**config.mk**
```make
export PLATFORM = sky130hd
export DESIGN_NAME = mmio_console_mon
export DESIGN_NICKNAME = d
export VERILOG_FILES = /design/src/rtl/mmio_console_mon_pkg.sv /design/src/rtl/mmio_console_mon_sync_fifo.sv /design/src/rtl/mmio_console_mon.sv
export SDC_FILE = /design/constraint.sdc
export NUM_CORES = 1
export LEC_CHECK = 0
export ABC_CLOCK_PERIOD_IN_PS = 5100
export BUFFER_PORTS_ARGS = -buffer_cell sky130_fd_sc_hd__buf_2
export CAP_MARGIN = 10
export CORE_MARGIN = 2
export CORE_UTILIZATION = 41
export DETAILED_ROUTE_END_ITERATION = 7
export PLACE_DENSITY = 0.57
export SLEW_MARGIN = 20
export SYNTH_ARGS = -nofsm -noshare
export SYNTH_HDL_FRONTEND = slang
export SYNTH_SLANG_ARGS = --single-unit
```
**constraint.sdc**
```tcl
create_clock -name i_clk -period 5.1 [get_ports i_clk]
set_input_delay 0.765 -clock i_clk [delete_from_list [all_inputs] [get_ports i_clk]]
set_output_delay 0.765 -clock i_clk [all_outputs]
set_load 0.01 [all_outputs]
```
**src/rtl/mmio_console_mon_pkg.sv**
```systemverilog
// Shared definitions for the memory-mapped console and halt monitor:
// FSM state encoding and the default console/halt addresses, so the
// system top and the benches agree on them.
package mmio_console_mon_pkg;

    typedef enum logic [1:0] {
        MON_RUN    = 2'd0,
        MON_DRAIN  = 2'd1,
        MON_HALTED = 2'd2
    } mon_state_t;

    localparam logic [23:0] DEF_CON_ADDR  = 24'hFFFFFE;
    localparam logic [23:0] DEF_HALT_ADDR = 24'hFFFFFF;

endpackage

```
**src/rtl/mmio_console_mon_sync_fifo.sv**
```systemverilog
// mon_sync_fifo: single-clock FIFO with an extra pointer bit to tell full
// from empty. The head word is driven combinationally from storage and
// forced to zero while empty, so the output is clean out of reset.
module mon_sync_fifo #(
    parameter int DEPTH = 16,
    parameter int WIDTH = 32
) (
    input  logic                       clk,
    input  logic                       rst_n,
    input  logic                       push,
    input  logic [WIDTH-1:0]           wdata,
    input  logic                       pop,
    output logic [WIDTH-1:0]           rdata,
    output logic                       full,
    output logic                       empty,
    output logic [$clog2(DEPTH):0]     level
);

    localparam int AW    = $clog2(DEPTH);
    localparam int PTR_W = AW + 1;

    logic [PTR_W-1:0] wr_ptr;
    logic [PTR_W-1:0] rd_ptr;
    logic [WIDTH-1:0] mem [DEPTH];

    // Pointer update; wrap modulo DEPTH falls out of the power-of-two width.
    always_ff @(posedge clk or negedge rst_n) begin
        // NOTE: sequential state uses non-blocking assignments so every flop
        // samples the pre-edge values regardless of statement order.
        if (!rst_n) begin
            wr_ptr <= '0;
            rd_ptr <= '0;
        end else begin
            if (push) wr_ptr <= wr_ptr + PTR_W'(1);
            if (pop)  rd_ptr <= rd_ptr + PTR_W'(1);
        end
    end

    // Storage write.
    // NOTE: the storage array has no reset; its contents are only visible
    // through the empty-gated head, so clearing it would buy nothing.
    always_ff @(posedge clk) begin
        if (push) mem[wr_ptr[AW-1:0]] <= wdata;
    end

    assign empty = (wr_ptr == rd_ptr);
    assign full  = (wr_ptr[AW] != rd_ptr[AW]) &&
                   (wr_ptr[AW-1:0] == rd_ptr[AW-1:0]);
    assign level = wr_ptr - rd_ptr;
    assign rdata = empty ? '0 : mem[rd_ptr[AW-1:0]];

endmodule

```
**src/rtl/mmio_console_mon.sv**
```systemverilog
// mmio_console_mon: snoops CPU data writes, queues console words into a
// FIFO drained through a valid/ready port, and handles the halt write
// (drain, latch exit code, raise halt). Also counts retired instructions
// and, when MON_CYCLE_COUNT_EN is defined, enabled cycles; otherwise the
// cycle count output is tied to zero.
module mmio_console_mon
    import mmio_console_mon_pkg::*;
#(
    parameter int                ADDR_W     = 24,
    parameter int                DATA_W     = 32,
    parameter logic [ADDR_W-1:0] CON_ADDR   = DEF_CON_ADDR,
    parameter logic [ADDR_W-1:0] HALT_ADDR  = DEF_HALT_ADDR,
    parameter int                FIFO_DEPTH = 16,
    parameter int                CNT_W      = 32
) (
    input  logic                          i_clk,
    input  logic                          i_rstb,
    input  logic                          i_clk_en,
    input  logic [ADDR_W-1:0]             i_daddr,
    input  logic [DATA_W-1:0]             i_dwdata,
    input  logic                          i_dwr,
    input  logic                          i_instr_valid,
    output logic                          o_tx_valid,
    output logic [DATA_W-1:0]             o_tx_data,
    input  logic                          i_tx_ready,
    output logic                          o_halt,
    output logic [DATA_W-1:0]             o_exit_code,
    output logic [CNT_W-1:0]              o_instr_count,
    output logic [CNT_W-1:0]              o_cycle_count,
    output logic                          o_overflow,
    output logic [$clog2(FIFO_DEPTH):0]   o_fifo_level
);

    localparam int LVL_W = $clog2(FIFO_DEPTH) + 1;

    mon_state_t       state;
    logic             in_run;
    logic             con_hit;
    logic             halt_hit;
    logic             push;
    logic             pop;
    logic             drop;
    logic             fifo_full;
    logic             fifo_empty;
    logic [LVL_W-1:0] fifo_level;

    // Address decode and FIFO handshake qualification.
    always_comb begin
        // NOTE: every signal gets a default first so no path leaves one
        // unassigned, which would otherwise infer a latch.
        in_run   = 1'b0;
        con_hit  = 1'b0;
        halt_hit = 1'b0;
        pop      = 1'b0;
        push     = 1'b0;
        drop     = 1'b0;
        in_run   = (state == MON_RUN);
        con_hit  = i_clk_en && in_run && i_dwr && (i_daddr == CON_ADDR);
        halt_hit = i_clk_en && in_run && i_dwr && (i_daddr == HALT_ADDR);
        pop      = i_clk_en && !fifo_empty && i_tx_ready;
        // A full FIFO still accepts a push when the head leaves this cycle.
        push     = con_hit && (!fifo_full || pop);
        drop     = con_hit && fifo_full && !pop;
    end

    mon_sync_fifo #(
        .DEPTH (FIFO_DEPTH),
        .WIDTH (DATA_W)
    ) u_fifo (
        .clk   (i_clk),
        .rst_n (i_rstb),
        .push  (push),
        .wdata (i_dwdata),
        .pop   (pop),
        .rdata (o_tx_data),
        .full  (fifo_full),
        .empty (fifo_empty),
        .level (fifo_level)
    );

    assign o_tx_valid   = !fifo_empty;
    assign o_fifo_level = fifo_level;

    // Run/drain/halt sequencing with registered halt flag and exit code.
    always_ff @(posedge i_clk or negedge i_rstb) begin
        if (!i_rstb) begin
            state       <= MON_RUN;
            o_halt      <= 1'b0;
            o_exit_code <= '0;
        end else if (i_clk_en) begin
            case (state)
                MON_RUN: begin
                    if (halt_hit) begin
                        o_exit_code <= i_dwdata;
                        state       <= MON_DRAIN;
                    end
                end
                MON_DRAIN: begin
                    // Level is checked before this cycle's pop, so the last
                    // pop is followed by one more cycle before halting.
                    if (fifo_level == '0) begin
                        state  <= MON_HALTED;
                        o_halt <= 1'b1;
                    end
                end
                default: begin
                    state  <= MON_HALTED;
                    o_halt <= 1'b1;
                end
            endcase
        end
    end

    // Sticky flag for console words lost to a full FIFO.
    always_ff @(posedge i_clk or negedge i_rstb) begin
        if (!i_rstb)   o_overflow <= 1'b0;
        else if (drop) o_overflow <= 1'b1;
    end

    // Retired-instruction counter; only runs before the halt write lands.
    always_ff @(posedge i_clk or negedge i_rstb) begin
        if (!i_rstb)
            o_instr_count <= '0;
        else if (i_clk_en && in_run && i_instr_valid)
            o_instr_count <= o_instr_count + CNT_W'(1);
    end

`ifdef MON_CYCLE_COUNT_EN
    logic [CNT_W-1:0] cycle_q;

    // Enabled-cycle counter; stops once halted.
    always_ff @(posedge i_clk or negedge i_rstb) begin
        if (!i_rstb)
            cycle_q <= '0;
        else if (i_clk_en && (state != MON_HALTED))
            cycle_q <= cycle_q + CNT_W'(1);
    end

    assign o_cycle_count = cycle_q;
`else
    assign o_cycle_count = '0;
`endif

endmodule
```
==> flow_summary.json <==
{
  "synth.yosys.warnings": 0,
  "synth_seq_area_share_pct": 74.8,
  "power.ir.vdd_worst_uv": 422,
  "synth_ff_type": "sky130_fd_sc_hd__edfxtp_1",
  "final.period_utilization_pct": 82.9,
  "cts_made_buffers": 61,
  "cp_slowest_stage_delay_ns": 0.58,
  "endpoint_kind": "output port",
  "setup.worst_path.class": "reg2out",
  "via_count": 11000,
  "dpl.hpwl_mm": 27.0,
  "num_rows": 87,
  "area_growth_syn_to_layout_pct": 16.3,
  "ys_types": 49,
  "post_synth_fa_ha_maj_area_fraction_pct": 0.627,
  "globalRouteOverflowTotal": 0,
  "firstDrtPassIters": 4,
  "cp_data_arrival_time_ns": 3.46,
  "synth_largest_area_cell": "sky130_fd_sc_hd__edfxtp_1",
  "cap_viol_max_count": 0,
  "cts_tree": "yes",
  "ctsHtreeMaxLevel": 2,
  "crit_slowest_cell": "sky130_fd_sc_hd__nand2_2",
  "r2r_slack_ns": 1.41,
  "final_net_count": 1381,
  "via_per_inst": 5.21,
  "largest_net_degree_at_the_start_of_global_routing": 131,
  "area_share_of_and_or_nand_nor_cells_after_synthesis_pct": 2.77,
  "max-clock-path-buffers": 3,
  "drive_gt1_share_pct": 34.6,
  "unrepaired_setup_endpoints_after_global_routing": "false",
  "synthesis.area_per_instance_um2": 21.0,
  "synth_xor_xnor_area_share_pct": 1.59,
  "multiplexer_share_of_the_synthesized_area_pct": 16.9,
  "syn_inst": 1105,
  "clk_pin_slew_worst_paths_ns": 0.06,
  "p_leak_nw": 9.64,
  "maxSlewHeadroom_pct": 30.2,
  "cp_cell_sequence": "inv_4 > ha_1 > and4_1 > nand2_1 > nand2_2 > o22ai_1 > buf_2",
  "largest_family_of_logic_cells_by_synthesized_area": "multiplexers",
  "worst_r2r_path_depth": 8,
  "worst-path-max-fanout": 32,
  "post_synthesis_instance_area_um2": 23200,
  "grtUsageTotal_pct": 16.8,
  "dr.first_iter.drc_count": 810,
  "post_cts.resized_instances": 0,
  "drc_errors": 0,
  "insertedDiodeCount": 0,
  "ys_seq_elements": 590,
  "first_pass_grt_wire_length_mm": 73.8,
  "finalSetupViolCount": 0,
  "route.antenna.remaining_nets": 0,
  "design.die.area_um2": 58400,
  "die_height_um": 242,
  "skew_ns": 0.0146,
  "status": "completed",
  "initial_utilization_pct": 41.2,
  "clock_sinks": 590,
  "final_hold_viol_count": 0,
  "cts_hold_buf": 0,
  "yosys-top-cells-area": "sky130_fd_sc_hd__edfxtp_1 66%, sky130_fd_sc_hd__mux4_2 12%, sky130_fd_sc_hd__dfrtp_1 8.4%",
  "max_freq_mhz": 236,
  "worst_reg2reg_path_startpoint": "u_fifo.rd_ptr[3]",
  "cp-start-kind": "flip-flop",
  "synth_top_area_share_pct": 66.4,
  "worstSkewPairLatency_ns": 0.61,
  "wl_per_cell_um": 22.8,
  "postCtsSetupBuffers": 0,
  "synth_edf_count": 512,
  "finalWorstPathRequiredPeriod_ns": 4.23,
  "floorplan.core_area_um2": 56200,
  "synth_async_sr_flop_share_pct": 13.2,
  "total_power_mw": 13.1,
  "reg2reg_to": "u_fifo.mem[3][12]",
  "dieWidth_um": 242,
  "floorplan.io_pins": 198,
  "power.density_nw_per_um2": 485,
  "grt_antenna_before_repair": 1,
  "finalSetupTns_ns": 0,
  "final-max-slew-violation-count": 0,
  "worstHoldPathType": "in2async",
  "totalWireLength_mm": 48.1,
  "grt_pass1_vias": 11700,
  "port_buffers": 165,
  "cts_root_buf": "sky130_fd_sc_hd__clkbuf_16",
  "worst-slew-pin-transition_ns": 1.04,
  "globalplace.congestion": 0.738,
  "synth-compound-area-share_pct": 1.20,
  "required_ns": 4.34
}
-- final cells by class --
cell class | instances | area, µm²
fillers | 4761 | 29200
well taps | 756 | 946
inverters | 9 | 36.3
flip-flops and latches | 590 | 17300
clock inverters | 27 | 289
repair buffers | 188 | 1050
multi-input cells | 458 | 5580
clock buffers | 85 | 1690
-- power by group --
| part | internal [mW] | total, mW | leakage (nW) | switching [mW] |
|---|---|---|---|---|
| sequential | 5.29 | 5.36 | 5.66 | 0.0618 |
| combinational | 1.52 | 3.32 | 3.02 | 1.80 |
| clock | 2.60 | 4.40 | 0.970 | 1.80 |
| total | 9.41 | 13.1 | 9.64 | 3.66 |
-- synth_stat cells, types with 6 or more instances --
cell,count
sky130_fd_sc_hd__buf_1,9
sky130_fd_sc_hd__buf_2,16
sky130_fd_sc_hd__buf_4,32
sky130_fd_sc_hd__clkbuf_1,19
sky130_fd_sc_hd__dfrtp_1,78
sky130_fd_sc_hd__edfxtp_1,512
sky130_fd_sc_hd__ha_1,10
sky130_fd_sc_hd__inv_1,9
sky130_fd_sc_hd__mux2_2,34
sky130_fd_sc_hd__mux2i_1,64
sky130_fd_sc_hd__mux4_2,128
sky130_fd_sc_hd__nand2_1,19
sky130_fd_sc_hd__nand3_1,11
sky130_fd_sc_hd__nand4_1,16
sky130_fd_sc_hd__nor2_1,21
sky130_fd_sc_hd__nor3_1,6
sky130_fd_sc_hd__o22ai_1,32
sky130_fd_sc_hd__xnor2_1,31
sky130_fd_sc_hd__xor2_1,11
-- worst max-delay path, delay by kind of cell, from the launching register on --
kind,cells,cell delay [ns]
compound gates,1,0.43
fa+ha+maj,1,0.37
buf+inv,2,0.69
flops,1,0.43
simple gates,3,0.90
-- stage by stage --
| stage | util [%] | instances | hold slack, ns | worst slack (ns) | cell area, µm² |
|---|---|---|---|---|---|
| 3_3_place_gp | 44.4 | 2001 | 0.446 | 1.41 | 25000 |
| 5_1_grt | 47.9 | 2113 | 0.243 | 0.597 | 26900 |
| 2_1_floorplan | - | 1136 | 0.462 | 0.418 | 23300 |
| 4_1_cts | 47.9 | 2113 | 0.205 | 0.763 | 26900 |
| 3_5_place_dp | 44.4 | 2001 | 0.464 | 1.34 | 25000 |
| 6_report | 47.9 | 2113 | 0.224 | 0.870 | 26900 |
-- layer usage --
metal	global-route usage, %	share of wire, %
met1	24.5	47
met4	4.07	1.9
met3	3.33	4.8
met5	0	0.021
met2	26.1	46
-- registers in the layout, summed over array words and instances, names as in the netlist --
register	count
u_fifo.mem	512
o_halt	1
o_overflow	1
o_exit_code	32
state	2
u_fifo.rd_ptr	5
o_instr_count	32
u_fifo.wr_ptr	5
-- cells by family after synthesis --
family | after synthesis
AOI/OAI and AO/OA | 42
muxes | 226
xor gates and xnor gates | 42
adders and majority gates | 11
and+or+nand+nor | 105
DFF | 590
other | 1
buffers and inverters | 88
-- layout by cell type (no fill, tap or decap), types with 6 or more instances in the layout --
| cell | instances |
|---|---|
| sky130_fd_sc_hd__clkbuf_1 | 19 |
| sky130_fd_sc_hd__edfxtp_1 | 512 |
| sky130_fd_sc_hd__nand2_1 | 17 |
| sky130_fd_sc_hd__conb_1 | 32 |
| sky130_fd_sc_hd__clkinv_2 | 11 |
| sky130_fd_sc_hd__mux2_2 | 34 |
| sky130_fd_sc_hd__inv_1 | 8 |
| sky130_fd_sc_hd__nand4_1 | 16 |
| sky130_fd_sc_hd__nor2_4 | 12 |
| sky130_fd_sc_hd__mux4_2 | 128 |
| sky130_fd_sc_hd__mux2i_1 | 64 |
| sky130_fd_sc_hd__buf_4 | 20 |
| sky130_fd_sc_hd__bufinv_16 | 6 |
| sky130_fd_sc_hd__xor2_1 | 11 |
| sky130_fd_sc_hd__o22ai_1 | 32 |
| sky130_fd_sc_hd__xnor2_1 | 31 |
| sky130_fd_sc_hd__buf_2 | 164 |
| sky130_fd_sc_hd__clkbuf_16 | 63 |
| sky130_fd_sc_hd__nor2_1 | 9 |
| sky130_fd_sc_hd__nand3_1 | 11 |
| sky130_fd_sc_hd__ha_1 | 10 |
| sky130_fd_sc_hd__dfrtp_1 | 76 |
| sky130_fd_sc_hd__clkinv_1 | 7 |
-- worst max-delay path by stage --
stage,from,end,slack (ns),cells after the start
after floorplan,u_fifo.rd_ptr[1],u_fifo.mem[12][0],0.42,8
after global placement,u_fifo.rd_ptr[3],u_fifo.mem[3][9],1.41,8
after detailed placement,u_fifo.rd_ptr[3],u_fifo.mem[3][6],1.34,8
after CTS,u_fifo.rd_ptr[3],o_tx_data[21],0.76,7
after global routing,u_fifo.rd_ptr[3],o_tx_data[11],0.60,7
final,u_fifo.rd_ptr[3],o_tx_data[21],0.87,7
Note: power is estimated with default switching activity, not from simulation.
